### config.mk
export PLATFORM = sky130hd
export DESIGN_NAME = data_mem_ctrl
export DESIGN_NICKNAME = d
export VERILOG_FILES = /design/src/rtl/data_mem_ctrl.sv
export SDC_FILE = /design/constraint.sdc
export NUM_CORES = 1
export LEC_CHECK = 0
export ABC_AREA = 1
export BUFFER_PORTS_ARGS = -buffer_cell sky130_fd_sc_hd__buf_2
export CAP_MARGIN = 10
export CORE_MARGIN = 1.5
export CORE_UTILIZATION = 54
export CTS_CLUSTER_SIZE = 25
export DETAILED_ROUTE_END_ITERATION = 8
export GPL_TIMING_DRIVEN = 0
export PLACE_DENSITY = 0.87
export SYNTH_ARGS = -nofsm -noshare
export SYNTH_HDL_FRONTEND = slang
export SYNTH_SLANG_ARGS = --single-unit
### constraint.sdc
create_clock -name clk -period 6.55 [get_ports clk]
set_input_delay 0.9825 -clock clk [delete_from_list [all_inputs] [get_ports clk]]
set_output_delay 0.9825 -clock clk [all_outputs]
set_load 0.03 [all_outputs]
### src/rtl/data_mem_ctrl.sv
// data_mem_ctrl
// Turns a single core load/store request into one bus transaction.
// Loads are returned sign- or zero-extended and stores are lane-replicated.
// Illegal or misaligned requests complete in one cycle with err=1 and
// never touch the bus.
//
// Ports:
//   clk, rst        : clock and asynchronous active-high reset
//   start           : core request, sampled only while idle
//   mem_we          : 1 = store, 0 = load
//   data_mem_opr    : load funct3 (lb/lh/lw/lbu/lhu)
//   data_mem_opw    : store byte mask (sb/sh/sw)
//   addr, wdata     : byte address and low-aligned store data
//   rdata           : extended load result, held until the next good load
//   busy            : an op is in flight
//   done, err       : one-cycle completion pulse, err qualifies done
//   bus_req/we/addr/wstrb/wdata : registered bus request, held until ack
//   bus_ack, bus_rdata          : bus completion and read word
//
// Bus handshake: bus_req rises the cycle after an accepted start, and
// bus_we/addr/wstrb/wdata are stable for as long as bus_req is high. A
// one-cycle bus_ack while bus_req is high completes the transfer; bus_rdata
// is only looked at in that cycle.
//
// Build option: define DMC_TIMEOUT_EN to abort a request after TIMEOUT
// unacknowledged REQ cycles. Without it the request waits forever.

module data_mem_ctrl #(
  parameter int unsigned TIMEOUT = 255
) (
  input  logic        clk,
  input  logic        rst,
  input  logic        start,
  input  logic        mem_we,
  input  logic [2:0]  data_mem_opr,
  input  logic [3:0]  data_mem_opw,
  input  logic [31:0] addr,
  input  logic [31:0] wdata,
  output logic [31:0] rdata,
  output logic        busy,
  output logic        done,
  output logic        err,
  output logic        bus_req,
  output logic        bus_we,
  output logic [31:0] bus_addr,
  output logic [3:0]  bus_wstrb,
  output logic [31:0] bus_wdata,
  input  logic        bus_ack,
  input  logic [31:0] bus_rdata
);

  localparam logic [1:0] S_IDLE = 2'd0;
  localparam logic [1:0] S_REQ  = 2'd1;
  localparam logic [1:0] S_DONE = 2'd2;

  logic [1:0]  state_q, state_d;
  logic [31:0] rdata_q, rdata_d;
  logic        err_q, err_d;
  logic        bus_req_q, bus_req_d;
  logic        bus_we_q, bus_we_d;
  logic [31:0] bus_addr_q, bus_addr_d;
  logic [3:0]  bus_wstrb_q, bus_wstrb_d;
  logic [31:0] bus_wdata_q, bus_wdata_d;
  // Load type and byte offset are kept so the lane can be picked at ack time.
  logic [2:0]  opr_q, opr_d;
  logic [1:0]  off_q, off_d;

  logic        op_ok;
  logic [3:0]  strb_new;
  logic [31:0] wdata_new;
  logic [31:0] rd_shift;
  logic [31:0] load_val;

`ifdef DMC_TIMEOUT_EN
  localparam int CNT_W = (TIMEOUT < 2) ? 1 : $clog2(TIMEOUT + 1);
  logic [CNT_W-1:0] cnt_q, cnt_d;
`else
  // The timeout length has no effect when the abort logic is not built.
  logic unused_timeout;
  assign unused_timeout = ^(32'(TIMEOUT));
`endif

  // Legal and naturally aligned request?
  always_comb begin
    op_ok = 1'b0;
    if (mem_we) begin
      case (data_mem_opw)
        4'b0001: op_ok = 1'b1;
        4'b0011: op_ok = ~addr[0];
        4'b1111: op_ok = (addr[1:0] == 2'b00);
        default: op_ok = 1'b0;
      endcase
    end else begin
      case (data_mem_opr)
        3'b000, 3'b100: op_ok = 1'b1;
        3'b001, 3'b101: op_ok = ~addr[0];
        3'b010:         op_ok = (addr[1:0] == 2'b00);
        default:        op_ok = 1'b0;
      endcase
    end
  end

  // Store strobes and replicated data; loads drive zeros on both.
  always_comb begin
    strb_new  = 4'b0000;
    wdata_new = 32'h0;
    if (mem_we) begin
      strb_new = data_mem_opw << addr[1:0];
      case (data_mem_opw)
        4'b0001: wdata_new = {4{wdata[7:0]}};
        4'b0011: wdata_new = {2{wdata[15:0]}};
        default: wdata_new = wdata;
      endcase
    end
  end

  // Bring the addressed byte/half down to bit 0, then extend.
  assign rd_shift = bus_rdata >> {off_q, 3'b000};

  always_comb begin
    case (opr_q)
      3'b000:  load_val = {{24{rd_shift[7]}}, rd_shift[7:0]};
      3'b001:  load_val = {{16{rd_shift[15]}}, rd_shift[15:0]};
      3'b100:  load_val = {24'h0, rd_shift[7:0]};
      3'b101:  load_val = {16'h0, rd_shift[15:0]};
      default: load_val = rd_shift;
    endcase
  end

  always_comb begin
    state_d     = state_q;
    rdata_d     = rdata_q;
    err_d       = err_q;
    bus_req_d   = bus_req_q;
    bus_we_d    = bus_we_q;
    bus_addr_d  = bus_addr_q;
    bus_wstrb_d = bus_wstrb_q;
    bus_wdata_d = bus_wdata_q;
    opr_d       = opr_q;
    off_d       = off_q;
`ifdef DMC_TIMEOUT_EN
    cnt_d       = cnt_q;
`endif
    case (state_q)
      S_IDLE: begin
        err_d = 1'b0;
        if (start) begin
          if (op_ok) begin
            state_d     = S_REQ;
            bus_req_d   = 1'b1;
            bus_we_d    = mem_we;
            bus_addr_d  = {addr[31:2], 2'b00};
            bus_wstrb_d = strb_new;
            bus_wdata_d = wdata_new;
            opr_d       = data_mem_opr;
            off_d       = addr[1:0];
`ifdef DMC_TIMEOUT_EN
            cnt_d       = '0;
`endif
          end else begin
            state_d = S_DONE;
            err_d   = 1'b1;
          end
        end
      end
      S_REQ: begin
        if (bus_ack) begin
          state_d   = S_DONE;
          bus_req_d = 1'b0;
          err_d     = 1'b0;
          if (!bus_we_q) rdata_d = load_val;
        end else begin
`ifdef DMC_TIMEOUT_EN
          cnt_d = cnt_q + 1'b1;
          if (cnt_d == CNT_W'(TIMEOUT)) begin
            state_d   = S_DONE;
            bus_req_d = 1'b0;
            err_d     = 1'b1;
          end
`endif
        end
      end
      S_DONE: begin
        state_d = S_IDLE;
        err_d   = 1'b0;
      end
      default: begin
        state_d   = S_IDLE;
        bus_req_d = 1'b0;
        err_d     = 1'b0;
      end
    endcase
  end

  always_ff @(posedge clk or posedge rst) begin
    if (rst) begin
      state_q     <= S_IDLE;
      rdata_q     <= 32'h0;
      err_q       <= 1'b0;
      bus_req_q   <= 1'b0;
      bus_we_q    <= 1'b0;
      bus_addr_q  <= 32'h0;
      bus_wstrb_q <= 4'b0000;
      bus_wdata_q <= 32'h0;
      opr_q       <= 3'b000;
      off_q       <= 2'b00;
`ifdef DMC_TIMEOUT_EN
      cnt_q       <= '0;
`endif
    end else begin
      state_q     <= state_d;
      rdata_q     <= rdata_d;
      err_q       <= err_d;
      bus_req_q   <= bus_req_d;
      bus_we_q    <= bus_we_d;
      bus_addr_q  <= bus_addr_d;
      bus_wstrb_q <= bus_wstrb_d;
      bus_wdata_q <= bus_wdata_d;
      opr_q       <= opr_d;
      off_q       <= off_d;
`ifdef DMC_TIMEOUT_EN
      cnt_q       <= cnt_d;
`endif
    end
  end

  assign rdata     = rdata_q;
  assign busy      = (state_q != S_IDLE);
  assign done      = (state_q == S_DONE);
  assign err       = err_q;
  assign bus_req   = bus_req_q;
  assign bus_we    = bus_we_q;
  assign bus_addr  = bus_addr_q;
  assign bus_wstrb = bus_wstrb_q;
  assign bus_wdata = bus_wdata_q;

endmodule

==> results.ini <==
[sta]
final.setup_skew_ps = 16.5
rsz0062_at_grt = false
worst_pin_slew_ps = 596
maxSlewViolCount = 0
hold_slack_ps = 474
maxSlewHeadroom = 0.603
final-setup-viol-count = 0
period_needed_ps = 2080
hold_viol = 0
min_period_over_period = 0.317
setup_tns_ps = 0
max_freq_mhz = 481

[routing]
drc = 0
drt-initial-drc-count = 381
drt-pass1-iter-count = 5
route.vias.total = 6187
wl_met3_um = 1270
drt-total-wl_um = 17400
routed_via_density = 5.19
antenna_left = 0
top_layer = met4
routedWlPerCell_um = 14.6
dr_wl_met2_um = 8010
met1Wirelength_um = 7540

[yosys]
yosysSeqAreaShare = 0.454
syn_inst = 824
syn_area_per_cell_sq_um = 7.23
ys.warnings.count = 0
synth_top_area_frac = 0.454
synth-seq-cells = 108
synth_top_cell_by_area = dfrtp_1
syn_area_sq_mm = 0.00596
ys_types = 24
synth_area_leaders = dfrtp_1 (45%), nand2_1 (22%), nand3_1 (5.0%)

[die]
die_area_sq_mm = 0.0117
die_h_um = 108
io_pins = 213
core_sq_mm = 0.0108
row_count = 38
die_w_um = 108
initial_core_util = 0.552

[worst_hold_path]
hp-start = bus_wdata[4]
hold_depth = 2
holdCritPathClass = flop to flop
hold_end = bus_wdata[4]

[clock_tree]
clock_insertion_delay_worst_skew_ps = 370
cts_buffers = 9
cts_tree = built
clk_pin_slew_ps = 110
cts_sinks = 108
cts-root-buf = clkbuf_8
postCtsSetupRepairBufs = 0
cts_resized = 0
cts_buffer_depth = 2
holdBufCountCts = 0
cts_max_level = 3

[worst_setup_path]
cp_max_fo = 3
worstPathCellList = inv_1, nand2_1, buf_2
r2r_cells = 7
crit_type = flop to primary output
crit_buf_inv = 2
cp-end-kind = primary output
cp_top_family = flip-flops
crit_cells = 3
setup.worst_path.start_class = flop
critPathArrivalTime_ps = 1100
r2r-end = bus_addr[6]
slowest_stage = dfrtp_1
cpPeakStageDelay_ps = 410
cp.required_ps = 5570
reg2reg_slack_ps = 4830
r2r_start = state_q[0]

[global_routing]
grt_pass1_wl_um = 27900
grt_max_degree = 63
grt_antenna_before_repair = 0
grt_pass1_vias = 5903
grtUsageTotal = 0.304
gr-total-overflow = 0

[placed_design]
gp_congestion = 0.950
portBuffers = 210
post-dp-hpwl_um = 13400

[pwr]
ir_drop_mv = 0.220
leakagePower_nw = 4.41
powerDensity_mw_per_mm2 = 391

[cells_and_area]
final_cell_mix = nand2_1 (348), buf_2 (238), dfrtp_1 (108), inv_1 (72), nand3_1 (60)
fillCellCount = 999
num_antenna_cells = 0
num-nets-final = 1155
syn_to_final_growth_pct = 24.1
drive_gt1_frac = 0.278
final_common_cell = nand2_1

[status]
status = finished clean

[flow_run]
timing.max_cap.violations = 0

## layout make-up
type                            count  area (sq um)  share of cell area
Sequential cell                   108          2700               0.366
Inverter                           77           292              0.0395
Clock buffer                       10           128              0.0173
Timing Repair Buffer              211          1080               0.146
Tap cell                          140           175              0.0237
Clock inverter                      5          45.0             0.00610
Buffer                             56           362              0.0489
Multi-Input combinational cell    584          2610               0.353
## per-stage QoR
step                       util  setup slack (ps)  cell area [sq um]  std cells  total power, mW
final                     0.685              4470               7390       1191             2.89
after global placement    0.666              1480               7190       1175             2.48
after global routing      0.685              4390               7390       1191             3.07
after floorplan               -              2720               5960        825             2.05
after CTS                 0.685              4460               7390       1191             2.89
after detailed placement  0.669              4240               7220       1176             2.51
## worst max-delay path by stage
| stage | startpoint | to |
|---|---|---|
| floorplan | rst | bus_addr[10] |
| global placement | rst | bus_wdata[21] |
| detailed placement | data_mem_opw[3] | bus_wdata[21] |
| CTS | state_q[0] | busy |
| global route | state_q[0] | busy |
| finish | state_q[0] | busy |
## tightest hold or removal path: stages (launching register included)
cell and delay, ps:
dfrtp_1 350, nand2_1 50, nand2_1 40
## cells in the mapped netlist
cell        n
buf_4       9
o21ai_0    20
nor3_1      2
nand2_2     2
nand4_1    45
buf_1       1
a211oi_1    1
clkinv_1    1
nand3_2     4
clkbuf_1    7
a21oi_1    16
nor2_1     45
inv_2       3
buf_6      11
dfrtp_1   108
conb_1      1
o21bai_1   16
o211ai_1   14
or2_2       7
nor2_4      2
inv_1      73
buf_2      28
nand3_1    60
nand2_1   348
## registers in the layout, indices dropped and copies added, names as in the netlist, 2 cells and up
register	cells
bus_wstrb	4
bus_addr	30
state_q	2
off_q	2
bus_wdata	32
opr_q	3
rdata	32
## logic make-up (layout without fill, tap and decap cells)
logic type / count (synthesis) / after routing / synth area share
and+or+nand+nor: 515 / 515 / 0.367
buffers and inverters: 133 / 359 / 0.109
DFF: 108 / 108 / 0.454
AOI/OAI and AO/OA: 67 / 67 / 0.0693
other: 1 / 2 / 0.000630
## metal layers
metal / up-vias / global-route usage
li1: 3046 / -
met1: 2825 / 0.412
met3: 44 / 0.0464
met2: 272 / 0.486
met5: - / 0
met4: 0 / 0.130
## report_power, final
| group | switching (mW) | internal, mW |
|---|---|---|
| clock network | 0.237 | 0.142 |
| logic | 1.02 | 0.442 |
| registers | 0.138 | 0.906 |
| total | 1.40 | 1.49 |
(Power assumes the default switching activity.)
